===== config.mk =====
export PLATFORM = sky130hd
export DESIGN_NAME = sub_serial_32bit
export DESIGN_NICKNAME = d
export VERILOG_FILES = /design/src/rtl/sub_serial_32bit.sv
export SDC_FILE = /design/constraint.sdc
export NUM_CORES = 1
export LEC_CHECK = 0
export BUFFER_PORTS_ARGS = -buffer_cell sky130_fd_sc_hd__buf_2
export CAP_MARGIN = 0
export CORE_MARGIN = 2
export CORE_UTILIZATION = 55
export CTS_CLUSTER_SIZE = 28
export DETAILED_ROUTE_END_ITERATION = 8
export HOLD_SLACK_MARGIN = 0.1
export PLACE_DENSITY = 0.77
export SYNTH_ARGS = -nofsm -noshare
export SYNTH_HDL_FRONTEND = slang
export SYNTH_SLANG_ARGS = --single-unit
export TNS_END_PERCENT = 20

===== constraint.sdc =====
create_clock -name clock -period 4.58 [get_ports clock]
set_clock_uncertainty 0.15 [all_clocks]
set_input_delay 0.229 -clock clock [delete_from_list [all_inputs] [get_ports clock]]
set_output_delay 0.229 -clock clock [all_outputs]
set_load 0.01 [all_outputs]

===== src/rtl/sub_serial_32bit.sv =====
// Digit-serial two's-complement subtractor: A - B computed as A + ~B + 1, one DIGIT slice per clock.
// Produces carry/no-borrow, signed overflow, signed less-than and not-equal flags.
module sub_serial_32bit #(
  parameter int unsigned WIDTH = 32,
  parameter int unsigned DIGIT = 4
) (
  input  logic             clock,
  input  logic             reset,
  input  logic             in_valid,
  output logic             in_ready,
  input  logic [WIDTH-1:0] data_operandA,
  input  logic [WIDTH-1:0] data_operandB,
  output logic             out_valid,
  input  logic             out_ready,
  output logic [WIDTH-1:0] data_result,
  output logic             carry_out,
  output logic             overflow,
  output logic             isLessThan,
  output logic             isNotEqual
);

  localparam int unsigned NSLICE = WIDTH / DIGIT;
  localparam int unsigned CntW   = (NSLICE > 1) ? $clog2(NSLICE) : 1;
  localparam logic [CntW-1:0] LastCnt = CntW'(NSLICE - 1);

  typedef enum logic [1:0] {StIdle, StRun, StDone} state_e;

  state_e           state_q, state_d;
  logic [WIDTH-1:0] a_q, nb_q, result_q, result_d;
  logic [CntW-1:0]  cnt_q;
  logic             carry_q;
  logic             carry_out_q, overflow_q, lt_q, ne_q;
  logic [DIGIT:0]   slice_sum;
  logic [31:0]      base;
  logic             ovf_d;

  always_comb begin
    state_d   = state_q;
    in_ready  = 1'b0;
    out_valid = 1'b0;
    unique case (state_q)
      StIdle: begin
        in_ready = 1'b1;
        if (in_valid) state_d = StRun;
      end
      StRun: begin
        if (cnt_q == LastCnt) state_d = StDone;
      end
      StDone: begin
        out_valid = 1'b1;
        if (out_ready) state_d = StIdle;
      end
      default: state_d = StIdle;
    endcase
  end

  // One ripple slice; nb_q already holds ~B and carry_q starts at 1 for the +1.
  always_comb begin
    base      = 32'(cnt_q) * DIGIT;
    slice_sum = {1'b0, a_q[base +: DIGIT]} + {1'b0, nb_q[base +: DIGIT]}
              + {{DIGIT{1'b0}}, carry_q};
    result_d  = result_q;
    result_d[base +: DIGIT] = slice_sum[DIGIT-1:0];
    // Operand signs differ exactly when A's sign equals ~B's sign.
    ovf_d     = (a_q[WIDTH-1] == nb_q[WIDTH-1]) && (result_d[WIDTH-1] != a_q[WIDTH-1]);
  end

  always_ff @(posedge clock or posedge reset) begin
    if (reset) begin
      state_q     <= StIdle;
      a_q         <= '0;
      nb_q        <= '0;
      result_q    <= '0;
      cnt_q       <= '0;
      carry_q     <= 1'b0;
      carry_out_q <= 1'b0;
      overflow_q  <= 1'b0;
      lt_q        <= 1'b0;
      ne_q        <= 1'b0;
    end else begin
      state_q <= state_d;
      if (state_q == StIdle && in_valid) begin
        a_q      <= data_operandA;
        nb_q     <= ~data_operandB;
        carry_q  <= 1'b1;
        cnt_q    <= '0;
        result_q <= '0;
      end else if (state_q == StRun) begin
        result_q <= result_d;
        carry_q  <= slice_sum[DIGIT];
        cnt_q    <= cnt_q + CntW'(1);
        if (cnt_q == LastCnt) begin
          carry_out_q <= slice_sum[DIGIT];
          overflow_q  <= ovf_d;
          lt_q        <= result_d[WIDTH-1] ^ ovf_d;
          ne_q        <= |result_d;
        end
      end
    end
  end

  assign data_result = result_q;
  assign carry_out   = carry_out_q;
  assign overflow    = overflow_q;
  assign isLessThan  = lt_q;
  assign isNotEqual  = ne_q;

endmodule


# Word-level counts from Yosys, hierarchy flattened
# Index checks and enable logic that the tools add are counted.
dict set report totals {
  wordCells 49
  inputBits 68
  output_inout_bits 38
  regBits 106
}
dict set report classes {
  shift 4
  n_addsub 4
  bitwise 3
  n_reduce_logical 7
  n_eq_ne 8
  mux 13
}
# op n
set op_table {}
lappend op_table {{2-to-1 mux 32 bit} 2}
lappend op_table {{indexed part select 32 x 6 -> 4 bit} 2}
lappend op_table {{negator 5 -> 34 bit} 1}
lappend op_table {{variable shift 4 x 34 -> 32 bit, first input constant} 1}
lappend op_table {{indexed part select 4 x 34 -> 32 bit} 1}
lappend op_table {{bitwise mux 32 bit} 1}
lappend op_table {{NOT 32 bit} 1}
lappend op_table {{OR reduction 32 bit} 1}
lappend op_table {{2-to-1 mux 2 bit} 3}
lappend op_table {{2-to-1 mux 3 bit} 2}
lappend op_table {{one-hot mux 2 bit (3 select lines)} 1}
lappend op_table {{AND reduction 3 bit} 2}
lappend op_table {{adder 4 x 4 -> 5 bit} 1}
lappend op_table {{adder 5 x 1 -> 5 bit} 1}
lappend op_table {{2-to-1 mux 1 bit} 4}
lappend op_table {{!= test 2 bit, second input constant} 2}
lappend op_table {{adder 3 x 1 -> 3 bit, second input constant} 1}
lappend op_table {{equality test 3 bit, second input constant} 1}
lappend op_table {{equality test 2 x 1 -> 1 bit, second input constant} 1}
lappend op_table {{equality test 2 bit, second input constant} 1}
lappend op_table {{logical AND 1 bit} 2}
lappend op_table {{logical NOT 2 bit} 1}
lappend op_table {{!= test 2 x 1 -> 1 bit, second input constant} 1}
lappend op_table {{nonzero test 2 bit} 1}
lappend op_table {{other kinds (4)} 4}

# Depth between registers and ports, before layout
# Gate-level depths: netlist (run 1).
dict set report depth {
  depth_word 8
  depth_mapped 14
  ltp_nobuf 12
}

# Worst setup path before layout (run 1)
# OpenSTA, ideal clock, no wires.
dict set report synth_timing {
  path_type {reg2reg}
  start {register cnt_q[0]}
  end {register ne_q, in the netlist isNotEqual}
  path_stages_with_launch 14
  setup_ns 0.136
  t_arrival_ns 3.214
  path_slack_ns 1.081
  n_path_buf 2
  synth_period_minus_slack_ns 3.499
  cell_sequence {dfrtp_1 buf_6 buf_2 mux4_2 nand2_1 nand2_1 fa_1 inv_1 fa_1 xor2_1 nand2_1 mux2_2 nor4_1 a31oi_1}
}
dict set report synth_via {
  elab_chain_len 6
  elab_cells_between_ends 11
}
# item line
set synth_rtl {}
lappend synth_rtl {{start, declared} 30} ;# logic [CntW-1:0] cnt_q;
lappend synth_rtl {{start signal, assigned} 91} ;# cnt_q <= cnt_q + CntW'(1);
lappend synth_rtl {{indexed part select 32 x 6 -> 4 bit} 60} ;# slice_sum = {1'b0, a_q[base +: DIGIT]} + {1'b0, nb_q[base +: DIGIT]}
lappend synth_rtl {{adder 4 x 4 -> 5 bit} 60}
lappend synth_rtl {{adder 5 x 1 -> 5 bit} 61} ;# + {{DIGIT{1'b0}}, carry_q};
lappend synth_rtl {{indexed part select 4 x 34 -> 32 bit} 63} ;# result_d[base +: DIGIT] = slice_sum[DIGIT-1:0];
lappend synth_rtl {{bitwise mux 32 bit} 63}
lappend synth_rtl {{OR reduction 32 bit} 96} ;# ne_q <= |result_d;
lappend synth_rtl {{end signal, assigned} 96}
lappend synth_rtl {{end, declared} 32} ;# logic carry_out_q, overflow_q, lt_q, ne_q;
# Parallel ways exist; a longest one is shown, timed or not.
# A chain may end at the register's enable or synchronous reset.

# Worst setup path after layout (run 1)
# Same ends and word-level chain as after synthesis.

==> results_dict.tcl, run 1 <==
set metrics [dict create \
    outcome "finished clean" \
    syn-instance-count 515 \
    power_density_nw_per_um2 774 \
    postSynthAreaPerCell_um2 9.85 \
    cts-buffers-inserted 9 \
    fin_hold_ws_ns 0.329 \
    cts.reportedPaths.clkPinSlew_ns 0.11 \
    power_switching_w 0.00235 \
    combinationalPowerShare 0.553 \
    synth_area_in_simple_gates 0.200 \
    final_hold_viols 0 \
    yosysWarnings 0 \
    hold_path_class "reg2reg" \
    yosys.area_share.xor_xnor 0.00345 \
    routed_wl_um 13700 \
    areaGrowthSynthToFinish_pct 28.9 \
    clk_root_buffer_cell "sky130_fd_sc_hd__clkbuf_8" \
    gp_weighted_congestion 0.872 \
    detail_route.vias_per_cell 5.64 \
    dp_hpwl_um 8780 \
    yosys.area_share.adder 0.0252 \
    cts_repair_resize_count 0 \
    power.share.switching 0.465 \
    path_max_fanout 12 \
    postLayoutCoreUtil 0.718 \
    worst-setup-path-type "reg2reg" \
    synth_cell_type_count 50 \
    max_cap_viol_count 0 \
    insertion_delay_ns 0.37 \
    die_width_um 100 \
    layout_worst_path_cycle_share 0.831 \
    cts.htree.levels 3 \
    nFillCells 663 \
    dr_total_vias 4486 \
    synth_seq_cells 106 \
    die_height_um 100 \
    ant_nets 0 \
    clock_sinks 106 \
    number_of_drc_violations_after_detailed_routing 0 \
    max-vdd-ir-drop_mv 0.399 \
    post_synth_mux_area_share 0.0816 \
    die_area_um2 10000 \
    synth_nets 592 \
    grt_max_degree 99 \
    fp-row-count 35 \
    synth_sequential_area_ratio 0.523 \
    gr-total-overflow 0 \
    timing.final.setup_violations 0 \
    synthFlopType "sky130_fd_sc_hd__dfrtp_1" \
    power_report.internal_total_w 0.00271 \
    place.port_buffers 105 \
    ys_async_sr_fraction 1.00 \
    worst-endpoint-arrival_ns 3.91 \
    timing.critical_path.required_ns 4.68 \
    final_cell_mix "sky130_fd_sc_hd__nand2_1 (180), sky130_fd_sc_hd__dfrtp_1 (106), sky130_fd_sc_hd__buf_2 (105), sky130_fd_sc_hd__dlygate4sd3_1 (66), sky130_fd_sc_hd__o21ai_0 (60)" \
    power.leakage_nw 3.30 \
    setup_tns_ns 0 \
    finalCriticalPeriod_ns 3.81 \
    grt_first_pass_wirelength_um 22300 \
    worst-slew-pin-transition_ns 1.22 \
    floorplan.initialDensity 0.557 \
    maxSlewViolCount 0 \
    synth_compound_gate_area_share 0.141 \
    post_drt_wl_per_cell_um 17.2 \
    clock_tree.buffer_depth 2 \
    final_common_cell "sky130_fd_sc_hd__nand2_1" \
    combinational_family_with_the_most_area_after_synthesis "simple AND/OR/NAND/NOR gates" \
    synth-edff-count 0 \
    synth.cell_area_um2 5070 \
    layout_nets 755 \
    detail_route.first_pass.iterations 4 \
    slew_headroom 0.183 \
    fmaxAchievable_mhz 263 \
    pin_count 106 \
    detail_route.iter0.violations 256 \
    track_usage 0.288 \
    core_region_area_um2 9110 \
    kind_of_launch_point_of_the_worst_setup_path "flop" \
    p_clk_frac 0.117 \
    unrepaired_setup_endpoints_after_global_routing "false" \
    first_global_vias 4585 \
    final_layout_size_suffix_gt1_frac 0.218 \
    grt_antenna_before_repair 1 \
    tritoncts "yes" \
    critical_path.endpoint_type "flop" \
    seq_power_share 0.330 \
]
-- metal layers --
layer,share of wire,global-route usage,up-vias
met5,0,0,-
met4,0.028,0.120,0
met3,0.050,0.0404,34
met2,0.51,0.503,180
met1,0.41,0.362,2165
li1,-,-,2107
-- cell usage after synthesis, types with 4 or more instances --
master / instances / area share
sky130_fd_sc_hd__nand2_1: 181 / 0.13
sky130_fd_sc_hd__dfrtp_1: 106 / 0.52
sky130_fd_sc_hd__o21ai_0: 60 / 0.059
sky130_fd_sc_hd__a22o_1: 17 / 0.029
sky130_fd_sc_hd__clkbuf_1: 15 / 0.011
sky130_fd_sc_hd__nor2_1: 15 / 0.011
sky130_fd_sc_hd__mux4_2: 10 / 0.044
sky130_fd_sc_hd__a21oi_1: 9 / 0.0089
sky130_fd_sc_hd__ha_1: 7 / 0.017
sky130_fd_sc_hd__inv_1: 7 / 0.0052
sky130_fd_sc_hd__mux4_1: 6 / 0.031
sky130_fd_sc_hd__nand3_1: 6 / 0.0059
sky130_fd_sc_hd__nor2b_1: 6 / 0.0074
sky130_fd_sc_hd__and2_1: 4 / 0.0049
sky130_fd_sc_hd__buf_2: 4 / 0.0039
sky130_fd_sc_hd__nor4_1: 4 / 0.0049
sky130_fd_sc_hd__o31ai_1: 4 / 0.0059
-- path summary, 6_finish.rpt --
path,from,to,slack [ns],cells after the start
min reg2reg,a_q[0]$_DFFE_PP0P_,a_q[0]$_DFFE_PP0P_,0.33,2
max reg2reg,cnt_q[0]$_DFFE_PP0P_,isNotEqual$_DFFE_PP0P_,0.77,11
max,cnt_q[0]$_DFFE_PP0P_,isNotEqual$_DFFE_PP0P_,0.77,11
min in group asynchronous,reset,data_result[4]$_DFFE_PP0P_,0.46,3
min,a_q[0]$_DFFE_PP0P_,a_q[0]$_DFFE_PP0P_,0.33,2
max in group asynchronous,reset,a_q[16]$_DFFE_PP0P_,2.88,4
-- stage by stage --
stage	std cells	instance area, um2	setup WS, ns	power [W]
after CTS	794	6540	0.781	0.00504
after global placement	712	5670	0.861	0.00431
after global routing	795	6540	0.547	0.00545
final	795	6540	0.772	0.00506
after detailed placement	712	5670	0.814	0.00440
after floorplan	515	5070	1.08	0.00359
-- timing repair --
item / in CTS / in global routing
endpoints found under the hold margin: 143 / 0
hold buffers: 66 / 0
setup buffers: 0 / 0
-- final cells by class --
cell class	count	area, um2	share of cell area
well taps	111	139	0.0212
multi-input cells	378	2290	0.351
clock buffers	10	128	0.0195
flip-flops and latches	106	2650	0.406
inverters	8	32.5	0.00498
diodes	1	2.50	0.000383
repair buffers	175	1220	0.186
clock inverters	6	73.8	0.0113
-- power groups by stage --
stage | logic (W) | clock network [W] | registers (W)
6_report | 0.00280 | 0.000593 | 0.00167
3_3_place_gp | 0.00264 | 0 | 0.00166
3_5_place_dp | 0.00271 | 0 | 0.00169
5_1_grt | 0.00309 | 0.000638 | 0.00172
4_1_cts | 0.00277 | 0.000603 | 0.00167
2_1_floorplan | 0.00200 | 0 | 0.00159
-- kinds of logic after synthesis --
logic type / after synthesis
simple gates: 237
compound gates: 111
flops: 106
buf+inv: 31
mux: 19
fa+ha+maj: 9
xor+xnor: 2
-- registers in the layout (all words and copies together), names as in the netlist --
name	flops
isLessThan	1
carry_q	1
data_result	32
nb_q	32
cnt_q	3
isNotEqual	1
state_q	2
carry_out	1
a_q	32
overflow	1
-- critical path: stages (launching register included) --
cell                      delay (ns)
sky130_fd_sc_hd__dfrtp_1        0.74
sky130_fd_sc_hd__mux4_1         0.63
sky130_fd_sc_hd__nand2_1        0.08
sky130_fd_sc_hd__nand2_1        0.08
sky130_fd_sc_hd__fa_1           0.45
sky130_fd_sc_hd__inv_1          0.09
sky130_fd_sc_hd__fa_1           0.22
sky130_fd_sc_hd__xor2_1         0.42
sky130_fd_sc_hd__nand2_1        0.16
sky130_fd_sc_hd__mux2_2         0.29
sky130_fd_sc_hd__nor4_1         0.26
sky130_fd_sc_hd__a31oi_1        0.11
No activity file was read; power rests on OpenSTA's default activity.
==> inputs of run 2 (changes only) <==
Settings changed: CORE_UTILIZATION 55 to 49, PLACE_DENSITY 0.77 to 0.73.
Clock period 4.58 ns to 3.5 ns, I/O delays scaled along.
==> run 2 against run 1 <==
  * Sequential power grew 28%
  * Hold slack lost 0.015 ns
  * Combinational power grew 50%
  * First-iteration DRC count shrank 7.4%
  * Routed wire length grew 3.4%
  * Setup slack lost 0.64 ns
==> results_dict.tcl, run 2 (same netlist as run 1, synthesis figures left out) <==
set metrics [dict create \
    outcome "finished clean" \
    pin_count 106 \
    detail_route.iter0.violations 237 \
    p_clk_frac 0.126 \
    first_global_vias 4567 \
    seq_power_share 0.294 \
    tritoncts "yes" \
    layout_nets 772 \
    die_height_um 106 \
    n_antenna_cell 0 \
    critical_path.endpoint_type "flop" \
    die_width_um 106 \
    fin_hold_ws_ns 0.313 \
    cts-buffers-inserted 9 \
    core_region_area_um2 10200 \
    fmaxAchievable_mhz 297 \
    timing.final.setup_violations 0 \
    detail_route.vias_per_cell 5.49 \
    clk_root_buffer_cell "sky130_fd_sc_hd__clkbuf_8" \
    insertion_delay_ns 0.38 \
    gr-total-overflow 0 \
    hold_path_class "in2reg" \
    maxSlewViolCount 0 \
    finalCriticalPeriod_ns 3.36 \
    inst_count_dp 750 \
    timing.critical_path.required_ns 3.60 \
    place.port_buffers 105 \
    kind_of_launch_point_of_the_worst_setup_path "flop" \
    cts.reportedPaths.clkPinSlew_ns 0.10 \
    layout_worst_path_cycle_share 0.961 \
    detail_route.first_pass.iterations 7 \
    power_report.internal_total_w 0.00401 \
    final_layout_size_suffix_gt1_frac 0.242 \
    max-vdd-ir-drop_mv 0.617 \
    slew_headroom 0.438 \
    final_common_cell "sky130_fd_sc_hd__nand2_1" \
    grt_first_pass_wirelength_um 23100 \
    die_area_um2 11200 \
    floorplan.initialDensity 0.498 \
    clock_tree.buffer_depth 2 \
    max_cap_viol_count 0 \
    nFillCells 804 \
    grt_antenna_before_repair 0 \
    power_density_nw_per_um2 1070 \
    cts.htree.levels 3 \
    combinationalPowerShare 0.580 \
    fp-row-count 37 \
    power_switching_w 0.00322 \
    clock_sinks 106 \
    track_usage 0.263 \
    placed_cell_area_um2 5820 \
    final_hold_viols 0 \
    dr_total_vias 4580 \
    post_drt_wl_per_cell_um 16.9 \
    areaGrowthSynthToFinish_pct 33.3 \
    ant_nets 0 \
    power.leakage_nw 3.42 \
    final_cell_count_no_fill 835 \
    dp_hpwl_um 9230 \
    gp_weighted_congestion 0.884 \
    fin_area_um2 6770 \
    power.share.switching 0.446 \
    worst-slew-pin-transition_ns 0.843 \
    worst-setup-path-type "reg2reg" \
    worst-endpoint-arrival_ns 3.46 \
    final_cell_mix "sky130_fd_sc_hd__nand2_1 (180), sky130_fd_sc_hd__dfrtp_1 (106), sky130_fd_sc_hd__buf_2 (105), sky130_fd_sc_hd__dlygate4sd3_1 (66), sky130_fd_sc_hd__o21ai_0 (60)" \
    path_max_fanout 5 \
    routed_wl_um 14100 \
    number_of_drc_violations_after_detailed_routing 0 \
    grt_max_degree 99 \
]
## run 2: cell count changes in the layout (fill, tap and decap cells not counted), sizes merged
cell and delta:
buf +17, inv -1, clkinv -1, diode -1, bufinv +2, clkinvlp -2
clkbuf +1
## run 2: area by class of cell
type | count | area [um2] | area share
flip-flops and latches | 106 | 2650 | 0.392
multi-input cells | 378 | 2310 | 0.342
repair buffers | 192 | 1360 | 0.200
well taps | 136 | 170 | 0.0252
clock buffers | 11 | 141 | 0.0209
clock inverters | 4 | 98.8 | 0.0146
inverters | 8 | 32.5 | 0.00481
## run 2: layer usage
layer  GRT usage  up-vias  share of wire
met1       0.343     2243           0.43
li1            -     2137              -
met3      0.0507       29          0.055
met5           0        -              0
met4      0.0724        0          0.021
met2       0.449      171           0.50
## run 2: what timing repair did
| action | CTS | global route |
|---|---|---|
| buffers inserted | 0 | 4 |
| gates resized for setup | 0 | 5 |
| hold endpoints to repair | 129 | 0 |
| hold buffers | 66 | 0 |
| endpoints found under the setup margin | 0 | 1 |
## run 2: worst paths after layout
path | slack, ns | cells after the start | startpoint | to
max | 0.14 | 13 | cnt_q[0]$_DFFE_PP0P_ | isNotEqual$_DFFE_PP0P_
min | 0.31 | 5 | in_valid | a_q[27]$_DFFE_PP0P_
max reg2reg | 0.14 | 13 | cnt_q[0]$_DFFE_PP0P_ | isNotEqual$_DFFE_PP0P_
min reg2reg | 0.33 | 2 | a_q[3]$_DFFE_PP0P_ | a_q[3]$_DFFE_PP0P_
max in group asynchronous | 2.04 | 4 | reset | nb_q[31]$_DFFE_PP0P_
min in group asynchronous | 0.34 | 3 | reset | data_result[1]$_DFFE_PP0P_
## run 2: worst max-delay path, cell delays in order (launching register included)
cell                      delay (ns)
sky130_fd_sc_hd__dfrtp_1        0.42
sky130_fd_sc_hd__buf_4          0.13
sky130_fd_sc_hd__buf_4          0.14
sky130_fd_sc_hd__mux4_2         0.50
sky130_fd_sc_hd__nand2_1        0.07
sky130_fd_sc_hd__and2_1         0.19
sky130_fd_sc_hd__inv_1          0.07
sky130_fd_sc_hd__ha_1           0.32
sky130_fd_sc_hd__a21o_1         0.21
sky130_fd_sc_hd__a21oi_1        0.17
sky130_fd_sc_hd__xor2_1         0.30
sky130_fd_sc_hd__o21ai_2        0.15
sky130_fd_sc_hd__nor4_2         0.30
sky130_fd_sc_hd__a31oi_1        0.11
## run 2: through the flow
step	setup TNS, ns	worst slack, ns	total power (W)	utilization
finish	0	0.135	0.00723	0.664
global placement	0	0.167	0.00591	0.571
global route	-0.000791	-0.000791	0.00772	0.664
floorplan	0	0.000569	0.00469	-
detailed placement	0	0.0647	0.00606	0.571
CTS	0	0.0447	0.00702	0.659
## run 2: power groups by stage
stage / logic [W] / registers [W] / clock network [W]
after floorplan: 0.00261 / 0.00208 / 0
after global placement: 0.00381 / 0.00210 / 0
after detailed placement: 0.00392 / 0.00213 / 0
after CTS: 0.00399 / 0.00211 / 0.000916
after global routing: 0.00458 / 0.00218 / 0.000965
final: 0.00420 / 0.00213 / 0.000909
==> inputs of run 3 (changes only) <==
Settings changed: PLACE_DENSITY 0.73 to 0.76.
==> run 3 against run 2 <==
  * Utilization fell by 0.16 points
  * Sequential power is 2% lower
  * Clock-buffer cell count rose by 1
  * Critical path depth unchanged
  * Non-clock buffer count is 7 higher
  * Cell count increased by 1.1%
  * Flip-flop and latch count stayed put
  * Power fell by 2.8%
  * Via count down 1.4%
  * Sequential share of layout area up 0.11 points
  * Register-to-register slack got worse by 0.05 ns
  * Critical path type unchanged
==> results_dict.tcl, run 3 (same netlist as run 1, synthesis figures left out) <==
set metrics [dict create \
    tritoncts "yes" \
    final_layout_size_suffix_gt1_frac 0.246 \
    ant_nets 0 \
    clock_tree.buffer_depth 2 \
    combinationalPowerShare 0.593 \
    gr-total-overflow 0 \
    timing.critical_path.required_ns 3.61 \
    power_report.internal_total_w 0.00389 \
    grt_antenna_before_repair 1 \
    place.port_buffers 105 \
    final_common_cell "sky130_fd_sc_hd__nand2_1" \
    pin_count 106 \
    fmaxAchievable_mhz 292 \
    grt_max_degree 86 \
    critical_path.endpoint_type "flop" \
    gp_weighted_congestion 0.882 \
    cts.reportedPaths.clkPinSlew_ns 0.10 \
    die_width_um 106 \
    post_drt_wl_per_cell_um 16.9 \
    p_clk_frac 0.109 \
    detail_route.first_pass.iterations 5 \
    routed_wl_um 14300 \
    areaGrowthSynthToFinish_pct 33.0 \
    die_height_um 106 \
    insertion_delay_ns 0.38 \
    worst-slew-pin-transition_ns 1.05 \
    clock_sinks 106 \
    detail_route.vias_per_cell 5.35 \
    fp-row-count 37 \
    detail_route.iter0.violations 214 \
    cts-buffers-inserted 9 \
    first_global_vias 4738 \
    maxSlewViolCount 0 \
    crit_path_cell_trace "buf_2 -> buf_4 -> buf_4 -> mux4_2 -> nand2_1 -> nand2_1 -> ha_1 -> nor2b_1 -> a21oi_1 -> o311ai_0 -> a21oi_1 -> a2111oi_2 -> a31oi_1" \
    crit_path_max_incr_delay_ns 0.50 \
    floorplan.initialDensity 0.498 \
    worst-setup-path-type "reg2reg" \
    cpMaxStageDelayCell "sky130_fd_sc_hd__mux4_2" \
    finalCriticalPeriod_ns 3.42 \
    max-vdd-ir-drop_mv 0.472 \
    final_hold_viols 0 \
    clk_root_buffer_cell "sky130_fd_sc_hd__clkbuf_8" \
    grt_first_pass_wirelength_um 23800 \
    power_density_nw_per_um2 1040 \
    cts.htree.levels 3 \
    power.share.switching 0.447 \
    layout_worst_path_cycle_share 0.977 \
    die_area_um2 11200 \
    layout_nets 779 \
    power.leakage_nw 3.42 \
    outcome "finished clean" \
    core_region_area_um2 10200 \
    unrepaired_setup_endpoints_after_global_routing "true" \
    postLayoutCoreUtil 0.663 \
    fin_hold_ws_ns 0.318 \
    track_usage 0.273 \
    power_switching_w 0.00314 \
    final_cell_mix "sky130_fd_sc_hd__nand2_1 (180), sky130_fd_sc_hd__buf_2 (106), sky130_fd_sc_hd__dfrtp_1 (105), sky130_fd_sc_hd__dlygate4sd3_1 (66), sky130_fd_sc_hd__o21ai_0 (60)" \
    hold_path_class "in2reg" \
    slew_headroom 0.302 \
    dr_total_vias 4517 \
    timing.final.setup_violations 0 \
    worst-endpoint-arrival_ns 3.53 \
    max_cap_viol_count 0 \
    seq_power_share 0.298 \
    number_of_drc_violations_after_detailed_routing 0 \
    path_max_fanout 5 \
    p_total_w 0.00703 \
    dp_hpwl_um 9130 \
    kind_of_launch_point_of_the_worst_setup_path "flop" \
]
-- run 3: cell count changes in the layout (fill, tap and decap cells not counted), sizes merged --
| cell | previous run | this run |
|---|---|---|
| clkinv | 0 | 2 |
| bufinv | 3 | 1 |
| buf | 126 | 133 |
| clkbuf | 11 | 12 |
| diode | 0 | 1 |
-- run 3: path summary, 6_finish.rpt --
| check | from | to | slack, ns | cells after the start |
|---|---|---|---|---|
| worst max-delay path | cnt_q[0]$_DFFE_PP0P_ | isNotEqual$_DFFE_PP0P_ | 0.08 | 13 |
| worst min-delay path | in_valid | a_q[10]$_DFFE_PP0P_ | 0.32 | 5 |
| worst max register to register | cnt_q[0]$_DFFE_PP0P_ | isNotEqual$_DFFE_PP0P_ | 0.08 | 13 |
| worst min register to register | a_q[1]$_DFFE_PP0P_ | a_q[1]$_DFFE_PP0P_ | 0.33 | 2 |
| max in group asynchronous | reset | nb_q[31]$_DFFE_PP0P_ | 1.94 | 4 |
| min in group asynchronous | reset | data_result[1]$_DFFE_PP0P_ | 0.41 | 3 |
-- run 3: metal layers --
metal / vias to the layer above / track usage / routed length (um)
met5: - / 0 / 0
met4: 0 / 0.126 / 352
met3: 27 / 0.0433 / 835
met2: 168 / 0.454 / 7090
met1: 2168 / 0.351 / 6000
li1: 2154 / - / -
-- run 3: final cells by class --
class | count | area [um2]
sequential | 106 | 2650
clock buffer | 12 | 145
inverter | 8 | 32.5
timing repair buffer | 199 | 1390
clock inverter | 4 | 48.8
antenna | 1 | 2.50
tap | 136 | 170
fill | 815 | 3440
multi-input combinational | 378 | 2300
-- run 3: through the flow --
step | setup slack, ns | TNS [ns] | cells | cell area (um2)
floorplan | 0.000569 | 0 | 515 | 5070
global placement | 0.0639 | 0 | 752 | 5820
detailed placement | -0.0912 | -0.0912 | 752 | 5820
CTS | 0.0448 | 0 | 834 | 6670
global route | -0.0811 | -0.422 | 844 | 6750
finish | 0.0811 | 0 | 844 | 6750
-- run 3: power groups by stage --
| stage | Sequential [W] | Combinational (W) | Clock (W) |
|---|---|---|---|
| after CTS | 0.00211 | 0.00396 | 0.000778 |
| final | 0.00209 | 0.00417 | 0.000769 |
| after global placement | 0.00211 | 0.00379 | 0 |
| after floorplan | 0.00208 | 0.00261 | 0 |
| after global routing | 0.00217 | 0.00464 | 0.000824 |
| after detailed placement | 0.00213 | 0.00389 | 0 |
-- run 3: repair_timing --
item	CTS	global route
buffers inserted	0	9
gates resized for setup	1	1
hold endpoints to repair	148	0
cloned	0	0
pin swaps	0	1
hold buffers	66	0
endpoints found under the setup margin	1	3
-- run 3: worst max-delay path, delay by kind of cell, from the launching register on --
kind / cells / cell delay, ns
AOI/OAI and AO/OA: 5 / 1.00
adders and majority gates: 1 / 0.39
buffers and inverters: 3 / 0.42
DFF: 1 / 0.39
muxes: 1 / 0.50
and+or+nand+nor: 3 / 0.44
